`config.mk`:
```
export PLATFORM = sky130hd
export DESIGN_NAME = ldpc_frame_sched
export DESIGN_NICKNAME = d
export VERILOG_FILES = /design/src/rtl/ldpc_pkg.sv /design/src/rtl/ldpc_bank_state.sv /design/src/rtl/ldpc_frame_sched.sv
export SDC_FILE = /design/constraint.sdc
export NUM_CORES = 1
export LEC_CHECK = 0
export CORE_AREA = 8 8 119 121
export DETAILED_ROUTE_END_ITERATION = 12
export DIE_AREA = 0 0 127 129
export PLACE_DENSITY = 0.47
export SYNTH_ARGS = -nofsm -noshare
export SYNTH_HDL_FRONTEND = slang
export SYNTH_HIERARCHICAL = 1
export SYNTH_SLANG_ARGS = --single-unit
```
`constraint.sdc`:
```
create_clock -name clk -period 2 [get_ports clk]
set_clock_uncertainty 0.05 [all_clocks]
set_input_delay 0.3 -clock clk [delete_from_list [all_inputs] [get_ports clk]]
set_output_delay 0.3 -clock clk [all_outputs]
set_load 0.02 [all_outputs]
```
`src/rtl/ldpc_pkg.sv`:
```
// Shared encodings and default geometry for the LDPC input frame scheduler.
package ldpc_pkg;

    localparam int D_WID_DEF    = 6;
    localparam int FRM_LEN_DEF  = 9216;
    localparam int ADDR_WID_DEF = 14;

    typedef enum logic [1:0] {
        BANK_EMPTY = 2'd0,
        BANK_FILL  = 2'd1,
        BANK_FULL  = 2'd2,
        BANK_DEC   = 2'd3
    } bank_st_t;

    typedef enum logic [1:0] {
        W_IDLE = 2'd0,
        W_FILL = 2'd1,
        W_DROP = 2'd2
    } wr_st_t;

    typedef enum logic {
        D_IDLE = 1'b0,
        D_RUN  = 1'b1
    } dec_st_t;

    // Scheduler control state kept in one struct so it can be observed as a unit.
    typedef struct packed {
        wr_st_t  wr_st;
        dec_st_t dec_st;
        logic    order;
    } sched_st_t;

endpackage

```
`src/rtl/ldpc_bank_state.sv`:
```
// Per-bank lifecycle register (EMPTY/FILL/FULL/DEC) with the frame's latched rate and iteration limit.
module ldpc_bank_state
    import ldpc_pkg::*;
(
    input  logic       clk,
    input  logic       reset_n,
    input  logic       set_fill,
    input  logic       set_full,
    input  logic       set_dec,
    input  logic       clear,
    input  logic       rate,
    input  logic [4:0] max_iter,
    output bank_st_t   state,
    output logic       lat_rate,
    output logic [4:0] lat_max_iter
);

    // The scheduler never raises two strobes for one bank in the same cycle.
    always_ff @(posedge clk) begin
        if (!reset_n) begin
            state        <= BANK_EMPTY;
            lat_rate     <= 1'b0;
            lat_max_iter <= 5'd0;
        end else if (set_fill) begin
            state        <= BANK_FILL;
            lat_rate     <= rate;
            lat_max_iter <= max_iter;
        end else if (set_full) begin
            state <= BANK_FULL;
        end else if (set_dec) begin
            state <= BANK_DEC;
        end else if (clear) begin
            state <= BANK_EMPTY;
        end
    end

endmodule

```
`src/rtl/ldpc_frame_sched.sv`:
```
// Ping-pong frame scheduler: fills two LLR banks from the sample stream and hands full banks to the decoder.
module ldpc_frame_sched
    import ldpc_pkg::*;
#(
    parameter int D_WID    = D_WID_DEF,
    parameter int FRM_LEN  = FRM_LEN_DEF,
    parameter int ADDR_WID = ADDR_WID_DEF
) (
    input  logic                clk,
    input  logic                reset_n,
    input  logic                sync_in,
    input  logic [D_WID-1:0]    data_in,
    input  logic                rate,
    input  logic [4:0]          max_iter,
    output logic                buf_we,
    output logic                buf_bank,
    output logic [ADDR_WID-1:0] buf_waddr,
    output logic [D_WID-1:0]    buf_wdata,
    output logic                dec_start,
    output logic                dec_bank,
    output logic                dec_rate,
    output logic [4:0]          dec_max_iter,
    input  logic                dec_done,
    output logic                busy,
    output logic                frame_drop
);

    // Handshakes: sync_in is valid-only (no backpressure; unaccepted samples are
    // dropped). dec_start is a one-cycle request; dec_bank/rate/max_iter hold
    // until the core answers with a one-cycle dec_done, which frees the bank.

    localparam logic [ADDR_WID-1:0] LAST_ADDR = ADDR_WID'(FRM_LEN - 1);

    sched_st_t                st, st_n;
    logic [ADDR_WID-1:0]      waddr, waddr_n;
    logic                     fill_bank, fill_bank_n;

    bank_st_t [1:0]           bank_st;
    logic [1:0]               lat_rate;
    logic [1:0][4:0]          lat_iter;
    logic [1:0]               set_fill, set_full, set_dec, abort_clr, done_clr;
    logic [1:0]               bank_full;
    logic                     any_empty, fill_tgt, dec_pick;

    logic                     buf_we_n, buf_bank_n, frame_drop_n;
    logic [ADDR_WID-1:0]      buf_waddr_n;
    logic                     dec_start_n, dec_bank_n, dec_rate_n;
    logic [4:0]               dec_iter_n;

    for (genvar g = 0; g < 2; g++) begin : g_bank
        ldpc_bank_state u_bank (
            .clk          (clk),
            .reset_n      (reset_n),
            .set_fill     (set_fill[g]),
            .set_full     (set_full[g]),
            .set_dec      (set_dec[g]),
            .clear        (abort_clr[g] | done_clr[g]),
            .rate         (rate),
            .max_iter     (max_iter),
            .state        (bank_st[g]),
            .lat_rate     (lat_rate[g]),
            .lat_max_iter (lat_iter[g])
        );
        assign bank_full[g] = (bank_st[g] == BANK_FULL);
    end

    assign any_empty = (bank_st[0] == BANK_EMPTY) || (bank_st[1] == BANK_EMPTY);
    assign fill_tgt  = (bank_st[0] == BANK_EMPTY) ? 1'b0 : 1'b1;
    // order holds the bank that became FULL most recently, so the other one is older.
    assign dec_pick  = (bank_full == 2'b11) ? ~st.order : bank_full[1];
    assign busy      = (bank_st[0] != BANK_EMPTY) || (bank_st[1] != BANK_EMPTY);

    always_comb begin
        st_n         = st;
        waddr_n      = waddr;
        fill_bank_n  = fill_bank;
        set_fill     = '0;
        set_full     = '0;
        set_dec      = '0;
        abort_clr    = '0;
        done_clr     = '0;
        buf_we_n     = 1'b0;
        buf_bank_n   = buf_bank;
        buf_waddr_n  = buf_waddr;
        frame_drop_n = 1'b0;
        dec_start_n  = 1'b0;
        dec_bank_n   = dec_bank;
        dec_rate_n   = dec_rate;
        dec_iter_n   = dec_max_iter;

        case (st.wr_st)
            W_IDLE: begin
                if (sync_in) begin
                    if (any_empty) begin
                        set_fill[fill_tgt] = 1'b1;
                        fill_bank_n        = fill_tgt;
                        buf_we_n           = 1'b1;
                        buf_bank_n         = fill_tgt;
                        buf_waddr_n        = '0;
                        waddr_n            = ADDR_WID'(1);
                        st_n.wr_st         = W_FILL;
                    end else begin
                        st_n.wr_st = W_DROP;
                    end
                end
            end
            W_FILL: begin
                if (sync_in) begin
                    buf_we_n    = 1'b1;
                    buf_bank_n  = fill_bank;
                    buf_waddr_n = waddr;
                    if (waddr == LAST_ADDR) begin
                        set_full[fill_bank] = 1'b1;
                        st_n.order          = fill_bank;
                        waddr_n             = '0;
                        st_n.wr_st          = W_IDLE;
                    end else begin
                        waddr_n = waddr + 1'b1;
                    end
                end else begin
                    abort_clr[fill_bank] = 1'b1;
                    frame_drop_n         = 1'b1;
                    waddr_n              = '0;
                    st_n.wr_st           = W_IDLE;
                end
            end
            W_DROP: begin
                if (!sync_in) begin
                    frame_drop_n = 1'b1;
                    st_n.wr_st   = W_IDLE;
                end
            end
            default: st_n.wr_st = W_IDLE;
        endcase

        if (st.dec_st == D_IDLE) begin
            if (bank_full != 2'b00) begin
                set_dec[dec_pick] = 1'b1;
                dec_start_n       = 1'b1;
                dec_bank_n        = dec_pick;
                dec_rate_n        = lat_rate[dec_pick];
                dec_iter_n        = lat_iter[dec_pick];
                st_n.dec_st       = D_RUN;
            end
        end else if (dec_done) begin
            done_clr[dec_bank] = 1'b1;
            st_n.dec_st        = D_IDLE;
        end
    end

    always_ff @(posedge clk) begin
        if (!reset_n) begin
            st           <= '{wr_st: W_IDLE, dec_st: D_IDLE, order: 1'b0};
            waddr        <= '0;
            fill_bank    <= 1'b0;
            buf_we       <= 1'b0;
            buf_bank     <= 1'b0;
            buf_waddr    <= '0;
            buf_wdata    <= '0;
            frame_drop   <= 1'b0;
            dec_start    <= 1'b0;
            dec_bank     <= 1'b0;
            dec_rate     <= 1'b0;
            dec_max_iter <= 5'd0;
        end else begin
            st           <= st_n;
            waddr        <= waddr_n;
            fill_bank    <= fill_bank_n;
            buf_we       <= buf_we_n;
            buf_bank     <= buf_bank_n;
            buf_waddr    <= buf_waddr_n;
            if (buf_we_n) begin
                buf_wdata <= data_in;
            end
            frame_drop   <= frame_drop_n;
            dec_start    <= dec_start_n;
            dec_bank     <= dec_bank_n;
            dec_rate     <= dec_rate_n;
            dec_max_iter <= dec_iter_n;
        end
    end

endmodule
```
**Word-level counts from Yosys, hierarchy flattened**

Cells that the tools add are included.

- Output and inout bits: 32
- Word-level logic and storage cells: 136
- Bits in registers: 66
- Input bits: 16

- Mux-type cells: 61
- $lt $le $gt $ge: 8
- Bitwise gates (word level): 5
- Reduce and logical (&&, ||, !) cells: 28
- Add/subtract/negate cells: 1
- Equal/unequal tests: 11

Operators by type and width:

| kind | count |
|---|---|
| two-way mux 14 bit | 7 |
| one-hot mux 14 bit (2 select lines) | 2 |
| two-way mux 2 bit | 23 |
| two-way mux 1 bit | 20 |
| adder 14 x 1 -> 14 bit, second input constant | 1 |
| equality test 14 bit, second input constant | 1 |
| AND reduction 3 bit | 4 |
| two-way mux 5 bit | 2 |
| equality test 2 bit, second input constant | 4 |
| < comparator 1 x 2 -> 1 bit, second input constant | 4 |
| inequality test 2 bit, second input constant | 4 |
| nonzero test 2 bit | 4 |
| nonzero test 4 bit | 2 |
| OR reduction 2 bit | 4 |
| zero test 2 bit | 3 |
| one-hot mux 2 bit (3 select lines) | 1 |
| nonzero test 3 bit | 2 |
| demux 1 bit (select 1 bit) | 4 |
| greater-or-equal comparator 1 bit, second input constant | 4 |
| logical AND 1 bit | 4 |
| one-hot mux 1 bit (2 select lines) | 2 |
| AND reduction 2 bit | 2 |
| AND reduction 4 bit | 1 |
| inequality test 3 bit, second input constant | 1 |
| other kinds (4) | 8 |

**Depth between registers and ports, before layout**

- Word-level depth: 12
- Depth in mapped cells: 8
- Mapped depth without buffers: 7

**By module**

The synthesis kept the hierarchy.

Modules (own cells, without submodules):

| module | cells an instance | times used | area each (µm²) | sequential area each (µm²) |
|---|---|---|---|---|
| ldpc_frame_sched | 274 | 1 | 2284.7 | 1001.0 |
| ldpc_bank_state | 28 | 2 | 302.8 | 160.2 |

**Worst setup path after synthesis**

OpenSTA, ideal clock, no wires.

- Kind: reg2reg
- From: register st[2] (netlist name)
- To: register waddr[13]
- Stages on the path, launching flop included: 9
- Data arrival time: 1.931 ns
- Period minus slack after synthesis: 2.038 ns
- Setup slack: -0.038 ns
- Required time: 1.893 ns
- Buffers on the path: 1
- Path through: dfxtp_1 inv_1 ha_1 buf_2 nand2b_1 a211o_1 nor4_2 or3b_1 a21bo_1

- Cells in the longest elaborated chain, start to end: 3

Ends and longest elaborated chain:

| what | RTL line | RTL |
|---|---|---|
| start, declared | ldpc_frame_sched.sv:34 | `sched_st_t st, st_n;` |
| start signal, assigned | ldpc_frame_sched.sv:153 | `st <= '{wr_st: W_IDLE, dec_st: D_IDLE, order: 1'b0};` |
| start signal, assigned | ldpc_frame_sched.sv:166 | `st <= st_n;` |
| equality test 2 x 1 -> 1 bit or zero test 2 bit (tied branches) | ldpc_frame_sched.sv:91 | `case (st.wr_st)` |
| nonzero test 2 bit (no source line) or inequality test 2 bit (tied branches) | - |  |
| AND reduction 3 bit (no source line) | - |  |
| end signal, assigned | ldpc_frame_sched.sv:167 | `waddr <= waddr_n;` |
| end, declared | ldpc_frame_sched.sv:35 | `logic [ADDR_WID-1:0] waddr, waddr_n;` |

Parallel ways exist; a longest one is shown, timed or not.
A chain may end at the register's enable or synchronous reset.

**Worst setup path after layout**

- From: register st[3] (netlist name)
- To: register waddr[13]

Same word-level chain as after synthesis.

==> qor.yml <==
routing:
  vias_per_cell: 4.56
  drc: 0
  antenna_left: 0
  firstDrtPassIters: 4
  routedWlPerCell_um: 14.1
  routed-via-count: 2556
  wl_mm: 7.89
  drt_iter0_drc: 113
critical_path:
  critPathCaptureType: "flop"
  crit_type: "reg2reg"
  cp-start-kind: "flop"
  worstPathRequired_ns: 2.23
  critPathArrivalTime_ns: 2.10
  path_max_fanout: 3
yosys:
  yosysWarnings: 6
  yosysTopAreaCell: "dfxtp_1"
  synth_area_um2: 2890
  synth-seq-area-share: 0.457
  yosysTopAreaCellShare: 0.457
  yosys-top-cells-count: "dfxtp_1 (66), nor2_1 (40), nand2_1 (28)"
  synth_most_common_cell: "dfxtp_1"
  ys_ff_latch: 66
  synthTopCellsByArea: "dfxtp_1 (46%), mux2i_1 (8.0%), nor2_1 (5.2%), nand3_1 (4.0%), nand2_1 (3.6%)"
  yosysUniqueCellTypes: 45
  synth_cells: 330
  synth.avg_cell_area_um2: 8.76
  ys.flop_type: "dfxtp_1"
  synth_edf_count: 0
  syn-num-nets: 350
  async_flop_share: 0
clock_tree:
  clk_pin_slew_ns: 0.05
  cts_root_buf: "clkbuf_16"
  h-tree-depth: 3
  cts_hold_repair.buffers: 0
  cts_tree: "yes"
  cts.sinks: 66
  post_cts_buffers: 0
  cts_buffers: 9
  cts_buffer_depth: 2
  cts-resized-gates: 0
  insertion_delay_ns: 0.33
place:
  port_buffers: 47
  place_area_um2: 3760
  gp_congestion: 0.800
  hpwl_mm: 5.90
cells_and_area:
  area_growth_pct: 40.6
  final_core_util: 0.330
  nets: 426
  drive_gt1_frac: 0.149
  diodes: 0
  postLayoutCellArea_um2: 4060
sta:
  tightestPinTransition_ns: 0.596
  min_period_ns: 1.87
  fmax_mhz: 534
  hold_violations: 0
  setup_viol: 0
  slew_viol_final: 0
  finalSetupTns_ns: 0
  min_period_over_period: 0.937
  rsz0062_at_grt: "false"
  max-slew-margin-rel: 0.602
die:
  row_count: 41
  dieArea_um2: 16400
  die-width_um: 127
  die_h_um: 129
  pin_count: 48
  coreArea_um2: 12300
  start_util: 0.235
job:
  maxCapViolations: 0
power_and_ir_drop:
  p_leak_nw: 1.55
  vdd_drop_max_mv: 0.476
  power_density_nw_per_um2: 839
global_routing:
  grt_pass1_vias: 2643
  grt_usage: 0.103
  grt_max_degree: 23
  grt-ovfl-total: 0
  grt_pass1_wl_mm: 13.3
  antenna_found_initial: 0
status:
  outcome: "completed"
min_path:
  min_path_type: "reg2reg"
logic make-up (layout without fill, tap and decap cells):
family	count (synthesis)	after routing	synth area share
AOI/OAI and AO/OA	74	74	0.171
DFF	66	66	0.457
and+or+nand+nor	134	134	0.224
adders and majority gates	4	4	0.0173
xor gates and xnor gates	4	4	0.0121
buffers and inverters	25	105	0.0390
muxes	23	23	0.0797
state kept, by name, indices dropped and copies added (netlist names):
| name | flops |
|---|---|
| dec_rate | 1 |
| buf_we | 1 |
| g_bank.u_bank/state | 4 |
| g_bank.u_bank/lat_max_iter | 10 |
| waddr | 14 |
| g_bank.u_bank/lat_rate | 2 |
| dec_bank | 1 |
| dec_max_iter | 5 |
| st | 4 |
| frame_drop | 1 |
| buf_bank | 1 |
| fill_bank | 1 |
| buf_wdata | 6 |
| dec_start | 1 |
| buf_waddr | 14 |
per-stage QoR:
step / instances / hold slack, ns / total power [mW] / setup slack (ns)
final: 560 / 0.399 / 3.41 / 0.126
after floorplan: 330 / 0.396 / 1.77 / 0.0380
after global placement: 545 / 0.390 / 2.00 / -0.0515
after detailed placement: 545 / 0.396 / 2.00 / -0.0532
after global routing: 560 / 0.413 / 3.58 / 0.00161
after CTS: 560 / 0.404 / 3.46 / 0.00381
placed cells by master (no fill, tap or decap), types with 6 or more instances in the layout:
cell / count
nor3_1: 9
clkdlybuf4s50_1: 46
o21a_1: 9
nor2_1: 39
a21oi_1: 18
nor2b_1: 6
nand2_1: 27
dfxtp_1: 64
mux2i_1: 23
nand3_1: 23
clkbuf_16: 9
o21ai_0: 20
inv_1: 9
buf_4: 29
critical path, cell delays in order, from the launching register on:
cell	delay, ns
dfxtp_1	0.32
inv_1	0.08
ha_2	0.25
mux2i_1	0.11
a211o_1	0.33
nor4_4	0.16
or3b_1	0.36
a21bo_1	0.17
path summary, 6_finish.rpt:
kind | slack, ns | to | depth (start not counted) | start
worst min register to register | 0.40 | buf_waddr[9] | 2 | buf_waddr[9]
worst min-delay path | 0.40 | buf_waddr[9] | 2 | buf_waddr[9]
worst max register to register | 0.13 | waddr[13] | 7 | st[3]
worst max-delay path | 0.13 | waddr[13] | 7 | st[3]
where the power goes:
group	switching [mW]	total (mW)	internal, mW
sequential	0.0365	1.41	1.37
combinational	0.311	0.573	0.262
clock	0.536	1.43	0.891
total	0.884	3.41	2.53
layer usage:
layer  global-route usage  part of all wire  up-vias
met3               0.0372             0.052       12
met2                0.171              0.48       45
met1                0.117              0.45     1178
li1                     -                 -     1321
met4               0.0448             0.018        0
met5                    0                 0        -
area by class of cell:
class | instances | area [µm²]
fill | 1313 | 8250
multi-input combinational | 239 | 1490
sequential | 66 | 1320
timing repair buffer | 79 | 746
clock buffer | 12 | 256
tap | 150 | 188
inverter | 11 | 41.3
clock inverter | 3 | 15.0
Note: power is estimated with default switching activity, not from simulation.
